## config.mk

```make
export PLATFORM = sky130hd
export DESIGN_NAME = serial_deserializer
export DESIGN_NICKNAME = d
export VERILOG_FILES = /design/src/rtl/serial_pkg.sv /design/src/rtl/serial_deserializer_sync_fifo.sv /design/src/rtl/serial_deserializer.sv
export SDC_FILE = /design/constraint.sdc
export NUM_CORES = 1
export LEC_CHECK = 0
export BUFFER_PORTS_ARGS = -buffer_cell sky130_fd_sc_hd__buf_2
export CAP_MARGIN = 20
export CORE_UTILIZATION = 53
export DETAILED_ROUTE_END_ITERATION = 8
export GPL_TIMING_DRIVEN = 0
export PLACE_DENSITY = 0.75
export SYNTH_ARGS = -nofsm -noshare
export SYNTH_HDL_FRONTEND = slang
export SYNTH_SLANG_ARGS = --single-unit
```

## constraint.sdc

```tcl
create_clock -name i_clk -period 2.58 [get_ports i_clk]
set_clock_uncertainty 0.15 [all_clocks]
set_input_delay 0.387 -clock i_clk [delete_from_list [all_inputs] [get_ports i_clk]]
set_output_delay 0.387 -clock i_clk [all_outputs]
set_load 0.01 [all_outputs]
```

## src/rtl/serial_pkg.sv

```systemverilog
// Shared constants for the serial link blocks: receiver state encoding and
// the default word/buffer geometry used by the shift register bench too.
package serial_pkg;

    // Default geometry of one serial frame and of the receive buffer.
    localparam int DEFAULT_DATA_WIDTH = 8;
    localparam int DEFAULT_FIFO_DEPTH = 4;

    // Receiver FSM encoding, kept as plain constants for older tooling.
    localparam logic [0:0] ST_IDLE  = 1'b0;
    localparam logic [0:0] ST_SHIFT = 1'b1;

endpackage : serial_pkg

```

## src/rtl/serial_deserializer_sync_fifo.sv

```systemverilog
// Small synchronous FIFO built from a read pointer plus an occupancy count.
// When full, a push is still taken if a pop frees the head slot on the same
// edge, so a consumer with i_ready tied high never loses a word.
module sync_fifo #(
    parameter int WIDTH = 8,
    parameter int DEPTH = 4
) (
    input  logic             i_clk,
    input  logic             i_rst,
    input  logic             push,
    input  logic [WIDTH-1:0] push_data,
    input  logic             pop,
    output logic [WIDTH-1:0] dout,
    output logic             empty,
    output logic             full
);

    localparam int PW = (DEPTH > 1) ? $clog2(DEPTH) : 1;
    localparam int CW = PW + 1;

    logic [WIDTH-1:0] mem [DEPTH];
    logic [PW-1:0]    rd_ptr;
    logic [PW-1:0]    wr_ptr;
    logic [CW-1:0]    count;
    logic             do_push;
    logic             do_pop;

    // Status, handshake qualification and the write slot derived from head+count.
    always_comb begin
        empty   = (count == '0);
        full    = (count == CW'(DEPTH));
        do_pop  = pop && !empty;
        do_push = push && (!full || do_pop);
        wr_ptr  = rd_ptr + count[PW-1:0];
        dout    = empty ? '0 : mem[rd_ptr];
    end

    // Storage array; contents are only ever read once written, so no reset.
    always_ff @(posedge i_clk) begin
        if (do_push) begin
            mem[wr_ptr] <= push_data;
        end
    end

    // Head pointer and occupancy; a simultaneous push and pop leaves count alone.
    always_ff @(posedge i_clk) begin
        if (i_rst) begin
            rd_ptr <= '0;
            count  <= '0;
        end else begin
            if (do_pop) begin
                rd_ptr <= rd_ptr + PW'(1);
            end
            case ({do_push, do_pop})
                2'b10:   count <= count + CW'(1);
                2'b01:   count <= count - CW'(1);
                default: count <= count;
            endcase
        end
    end

endmodule : sync_fifo

```

## src/rtl/serial_deserializer.sv

```systemverilog
// Bit-serial receiver: collects LSB-first frames started by i_sof into
// DATA_WIDTH-bit words and hands them out through a small valid/ready FIFO.
// A new i_sof during a frame aborts it and restarts on that same bit.
module serial_deserializer
    import serial_pkg::*;
#(
    parameter int DATA_WIDTH = DEFAULT_DATA_WIDTH,
    parameter int FIFO_DEPTH = DEFAULT_FIFO_DEPTH
) (
    input  logic                  i_clk,
    input  logic                  i_rst,
    input  logic                  i_serial,
    input  logic                  i_serial_valid,
    input  logic                  i_sof,
    output logic [DATA_WIDTH-1:0] o_data,
    output logic                  o_valid,
    input  logic                  i_ready,
    output logic                  o_busy,
    output logic                  o_frame_err,
    output logic                  o_overflow
);

    localparam int CW = $clog2(DATA_WIDTH);
    localparam logic [CW-1:0] LAST_POS = CW'(DATA_WIDTH - 1);

    logic [0:0]            state;
    logic [CW-1:0]         bit_cnt;
    logic [DATA_WIDTH-1:0] shift_reg;
    logic                  frame_err_q;
    logic                  overflow_q;
    logic                  frame_done;
    logic                  frame_abort;
    logic [DATA_WIDTH-1:0] push_word;
    logic                  fifo_push;
    logic                  fifo_pop;
    logic                  fifo_empty;
    logic                  fifo_full;

    // Frame completion/abort detection; the finished word includes the bit arriving now.
    always_comb begin
        frame_done  = i_serial_valid && !i_sof && (state == ST_SHIFT) && (bit_cnt == LAST_POS);
        frame_abort = i_serial_valid && i_sof && (state == ST_SHIFT);
        push_word   = shift_reg;
        push_word[DATA_WIDTH-1] = i_serial;
        fifo_push   = frame_done;
        fifo_pop    = !fifo_empty && i_ready;
    end

    // Receive FSM, bit counter and shift register, all advancing only on accepted bits.
    always_ff @(posedge i_clk) begin
        if (i_rst) begin
            state       <= ST_IDLE;
            bit_cnt     <= '0;
            shift_reg   <= '0;
            frame_err_q <= 1'b0;
        end else begin
            frame_err_q <= frame_abort;
            if (i_serial_valid) begin
                if (i_sof) begin
                    shift_reg <= {{(DATA_WIDTH-1){1'b0}}, i_serial};
                    bit_cnt   <= CW'(1);
                    state     <= ST_SHIFT;
                end else if (state == ST_SHIFT) begin
                    shift_reg[bit_cnt] <= i_serial;
                    if (bit_cnt == LAST_POS) begin
                        bit_cnt <= '0;
                        state   <= ST_IDLE;
                    end else begin
                        bit_cnt <= bit_cnt + CW'(1);
                    end
                end
            end
        end
    end

    // Sticky overflow: a finished word found the buffer full with nothing leaving.
    always_ff @(posedge i_clk) begin
        if (i_rst) begin
            overflow_q <= 1'b0;
        end else if (fifo_push && fifo_full && !fifo_pop) begin
            overflow_q <= 1'b1;
        end
    end

    sync_fifo #(
        .WIDTH (DATA_WIDTH),
        .DEPTH (FIFO_DEPTH)
    ) u_fifo (
        .i_clk     (i_clk),
        .i_rst     (i_rst),
        .push      (fifo_push),
        .push_data (push_word),
        .pop       (fifo_pop),
        .dout      (o_data),
        .empty     (fifo_empty),
        .full      (fifo_full)
    );

    // Status outputs are all register-sourced.
    always_comb begin
        o_valid     = !fifo_empty;
        o_busy      = (state == ST_SHIFT);
        o_frame_err = frame_err_q;
        o_overflow  = overflow_q;
    end

endmodule : serial_deserializer

```

# == Word level (Yosys, flattened, before mapping) ==
# Memories as Yosys holds them, arrays and structs flattened. A register that Yosys moved wholly into a read port is not among the register bits.
# Cells that the tools add are included.
# classes
n_addsub,5
order_cmp,2
n_eq_ne,4
muxes,17
n_reduce_logical,20
# op_table
op,count
8-bit 2-to-1 mux,3
1-bit logical AND,11
3-bit 2-to-1 mux,3
8-bit bitwise mux,1
"3-bit by 1-bit adder with 3-bit output, second input constant",2
"3-bit == test, second input constant",2
1-bit 2-to-1 mux,6
3-bit case mux with 2 select lines,1
1-bit zero test,4
"3-bit by 4-bit less-than comparator with 1-bit output, second input constant",1
2-bit 2-to-1 mux,2
2-bit nonzero test,2
1-bit demux with 3-bit select,1
"3-bit by 1-bit greater-or-equal comparator with 1-bit output, second input constant",1
3-bit zero test,1
"3-bit by 1-bit subtractor with 3-bit output, second input constant",1
"2-bit by 1-bit adder with 2-bit output, second input constant",1
2-bit adder,1
"2-bit by 1-bit == test with 1-bit output, second input constant",1
"2-bit == test, second input constant",1
2-bit AND reduction,1
1-bit logical OR,1
# word_totals
reg_bits,19
ram_bits,32
out_inout_bits,12
elab_cells,56
n_memories,1
# mem_list
name,depth,width,read_ports,rd_ports_with_merged_regs,write_ports,line_no,source
u_fifo.mem,4,8,1,1,1,serial_deserializer_sync_fifo.sv:21,logic [WIDTH-1:0] mem [DEPTH];

# == Logic depth before layout (Yosys ltp) ==
# logic_depth
depth_word,8
depth_mapped,8
mapped_depth_nobuf,8

# == By module ==
# A second synthesis with hierarchy kept.
# unflattened
cells_unflattened,164
hier_area_um2,2342.2
# modules_own_cells
module,n_inst,cells_per_inst,area_per_inst_um2,seq_area_each_um2
sync_fifo,1,105,1717.9,1101.1
serial_deserializer,1,59,624.3,260.2

# == Worst setup path after synthesis ==
# OpenSTA, ideal clock, no wires.
# synth_path
path_kind,register to register
from,register bit_cnt[0]
to,memory u_fifo.mem[2][0] (enable)
setup_time_ns,0.395
arrival_time_ns,1.905
t_required_ns,2.035
path_slack_ns,0.131
path_stages_with_launch,5
n_path_buf,0
path_cell_list,dfxtp_1 ha_1 ha_1 nand4b_4 nor4_1
# synth_via
elab_chain_len,5
# synth_rtl
element,line_no,source
start: declaration,serial_deserializer.sv:27,logic [CW-1:0] bit_cnt;
start signal: assignment,serial_deserializer.sv:69,bit_cnt <= bit_cnt + CW'(1);
3-bit == test,serial_deserializer.sv:41,frame_done = i_serial_valid && !i_sof && (state == ST_SHIFT) && (bit_cnt == LAST_POS);
1-bit logical AND,serial_deserializer.sv:41,
1-bit logical AND,serial_deserializer_sync_fifo.sv:33,do_push = push && (!full || do_pop);
1-bit 2-to-1 mux,serial_deserializer_sync_fifo.sv:40,if (do_push) begin
1-bit 2-to-1 mux (implied by the code),serial_deserializer_sync_fifo.sv:41,mem[wr_ptr] <= push_data;
end: declaration,serial_deserializer_sync_fifo.sv:21,
# Every way passes these cells.

# == Worst setup path after layout ==
# layout_path
from,register bit_cnt[0]
to,register u_fifo.count[2]
# layout_via
elab_chain_len,5
# layout_rtl
element,line_no,source
3-bit == test *,serial_deserializer.sv:41,
1-bit logical AND *,serial_deserializer.sv:41,
1-bit logical AND *,serial_deserializer_sync_fifo.sv:33,
2-bit by 1-bit == test with 1-bit output / 2-bit == test (equally long branches),serial_deserializer_sync_fifo.sv:54,"case ({do_push, do_pop})"
3-bit case mux with 2 select lines / 2-bit nonzero test (equally long branches),--,
end signal: assignment,serial_deserializer_sync_fifo.sv:55,2'b10: count <= count + CW'(1);
end signal: assignment,serial_deserializer_sync_fifo.sv:56,2'b01: count <= count - CW'(1);
end signal: assignment,serial_deserializer_sync_fifo.sv:57,default: count <= count;
end: declaration,serial_deserializer_sync_fifo.sv:24,logic [CW-1:0] count;
# Every way passes the cells marked *; elsewhere a longest branch is shown, timed or not.
# A chain may end at the register's enable or synchronous reset.

==> results.md <==
* Final worst path period share at 94.3%
* Nets@finish at 198
* Total CTS buffers at 5
* Post-DR wirelength/cell at 16.6 µm
* Yosys top cell area share at 43.2%
* Number of flops mapped to enable cells by yosys at 32
* Drt first pass iters at 4
* Mapped Nets at 173
* Die height at 66.8 µm
* Seq/Total Area, Yosys at 61.2%
* Die width at 66.8 µm
* Worst Tran Pin Value at 0.582 ns
* Power Density at 554 nW/µm²
* Leak pwr at 0.000857 µW
* Initial Util at 55.6%
* Xor/xnor share of the synthesized area at 1.58%
* Synth area leader: edfxtp_1
* Sw Ratio at 21.4%
* 1st-iter DRT viols at 73
* Main combinational cell family by area after synthesis: simple AND/OR/NAND/NOR gates
* Hold Vio Cnt, Final at 0
* Grt total ovfl at 0
* Fillers at 319
* Gr usage total at 20.4%
* Worst hold path class: in2reg
* Final design utilization at 62.3%
* Post-synthesis compound-gate area fraction at 6.36%
* Via count at 1353
* Initial antenna violation count at 0
* DIE AREA at 4460 µm²
* Critical path type: reg2reg
* Synth Flop Type: edfxtp_1
* Final Total Pwr at 1380 µW
* Diodes inserted at 0
* Worst-case clock buffer depth at 2
* Vias per inst at 5.66
* Post-CTS setup buffer count at 0
* Adder-cell area share of the yosys netlist at 2.59%
* Simple-Gate Fraction of Synth Area at 15.9%
* Area of the mapped netlist at 2220 µm²
* Count of clock tree sinks at 52
* Number of global-route vias before repair at 1334
* Mux contribution to synthesized area at 10.4%
* Core Area at 4000 µm²
* Critical Path RT at 2.60 ns
* Routed wire length at 3.96 mm
* Status: finished clean
* Htree depth at 2
* Sw Pwr at 296 µW
* Layout cells sized above 1 at 25.9%
* Final instance area at 2490 µm²
* Synth area leaders: edfxtp_1, dfxtp_1, mux4_2
* Std-Cell Rows at 23
* Antenna Nets Post-Route at 0
* Crit end category: flop
* Final Max Tran Viols at 0
* Cell-internal power at 1090 µW
* Crit path from: bit_cnt[0]
* Sequential share of power at 63.8%
* DRC at 0
* Routability congestion estimate at 0.830
* Post-CTS Hold Fix Bufs at 0
* IO Count at 18
* Number of I/O port buffers at 17
* Clk network pwr share at 32.9%
* Library cells used by synthesis at 43
* Cells after Synth at 163
* Maxcap violations at 0
* FFs w/ async S/R, synth at 0%
* Area growth from synthesis to layout at 12.1%
* Fmax at 411 MHz
* Largest net degree at the start of global routing at 17
* Clk slew on worst S/H paths at 0.09 ns
* Ys Warns at 0
* Logic pwr share at 3.2%
* Final HPWL DP at 2.78 mm
* CTS root buf: clkbuf_8
* Tmin final at 2.43 ns
* Average cell area after synthesis at 13.6 µm²
* Setup violators final at 0
* R2r startpoint: bit_cnt[0]
* Max VDD drop at 0.319 mV
* Max reg flops at 32
* Largest fanout on the critical path at 9
* CP startpoint kind: flop
* CTS tree: done
* Setup_tns at 0 ns
* Worst EP arrival at 2.46 ns
* Area of the multi-input gates at 843 µm²
* Placement Cell Area at 2380 µm²
* Slew margin rel. at 60.9%
* Hold Startpoint: i_serial
* First-pass GRT wire length at 6.35 mm
* RSZ-0062 raised after global routing: no
* FF/Latch Area at 1360 µm²
* Number of synthesized register bits at 52
* Skew-Pair Late Insertion Delay at 0.31 ns
==> worst paths after layout <==
check	to	slack, ns	cells after the start
worst max-delay path	u_fifo.count[2]	0.15	8
worst min-delay path	u_fifo.mem[3][7]	0.20	1
worst max register to register	u_fifo.count[2]	0.15	8
worst min register to register	o_overflow	0.34	2
==> per-stage QoR <==
step / std cells / worst slack, ns / hold WS, ns
after floorplan: 163 / 0.131 / 0.310
after global placement: 230 / -0.471 / 0.300
after detailed placement: 231 / -0.160 / 0.308
after CTS: 239 / 0.00535 / 0.186
after global routing: 239 / 0.0427 / 0.196
final: 239 / 0.148 / 0.197
==> layer usage <==
| layer | vias up | global-route usage, % | wire length (µm) |
|---|---|---|---|
| met1 | 657 | 23.9 | 1740 |
| met2 | 26 | 34.8 | 2020 |
| met3 | 7 | 4.11 | 124 |
| met5 | - | 0 | 0 |
| li1 | 663 | - | - |
| met4 | 0 | 10.6 | 78 |
==> power groups by stage <==
stage	Combinational (µW)	Clock, µW	Sequential (µW)
after floorplan	26.3	0	900
after global placement	41.3	0	900
after detailed placement	43.8	0	901
after CTS	44.0	461	882
after global routing	49.0	490	883
final	44.6	455	882
==> cell usage after synthesis (2+ instances only) <==
| master | count |
|---|---|
| a21oi_1 | 4 |
| a22oi_1 | 2 |
| a31oi_1 | 2 |
| a32oi_1 | 4 |
| and2_1 | 8 |
| and3b_1 | 2 |
| buf_2 | 2 |
| buf_4 | 2 |
| clkbuf_1 | 2 |
| dfxtp_1 | 20 |
| edfxtp_1 | 32 |
| ha_1 | 3 |
| inv_1 | 2 |
| mux2_4 | 2 |
| mux4_2 | 8 |
| nand2_1 | 11 |
| nand3_1 | 4 |
| nand4_1 | 2 |
| nor2_1 | 21 |
| nor2b_1 | 2 |
| nor3b_1 | 2 |
| nor4_1 | 2 |
| o21ai_1 | 2 |
| xnor2_1 | 2 |
| xor2_1 | 2 |
==> area by class of cell <==
type	instances	share of cell area (%)
tap	50	2.51
multi-input combinational	102	33.8
inverter	2	0.301
clock inverter	2	0.653
buffer	7	1.46
timing repair buffer	18	3.61
clock buffer	6	2.91
sequential	52	54.7
==> layout by cell type (no fill, tap or decap), types with 2 or more instances in the layout <==
master,netlist,final
dfxtp_2,0,2
a21oi_1,4,4
edfxtp_1,32,32
mux2_4,2,2
xor2_1,2,2
clkbuf_8,0,5
dfxtp_1,20,18
and2_1,8,8
a22oi_1,2,2
nand2_1,11,11
buf_4,2,2
clkbuf_1,2,3
o21ai_1,2,2
nor2b_1,2,2
xnor2_1,2,2
a32oi_1,4,4
ha_1,3,2
nand3_1,4,4
nor2_1,21,20
and3b_1,2,2
nor3b_1,2,2
inv_1,2,2
buf_2,2,20
nand4_1,2,2
a31oi_1,2,2
mux4_2,8,8
==> cell families after synthesis <==
family	count (synthesis)
simple gates	63
flops	52
compound gates	19
mux	12
buf+inv	9
xor+xnor	4
fa+ha+maj	4
==> critical path: stages, from the launching register on <==
cell and delay, ns:
dfxtp_2 0.38, ha_1 0.22, ha_2 0.21, nand4b_4 0.16, nand3_2 0.11, fa_1 0.43, or3_1 0.40, a31oi_1 0.17
a21oi_1 0.08
==> what timing repair did <==
item,4_1_cts,5_1_grt
gates resized for setup,1,5
setup endpoints to repair,8,29
gates cloned,0,0
pin swaps,0,1
endpoints found under the hold margin,0,0
(Power assumes the default switching activity.)
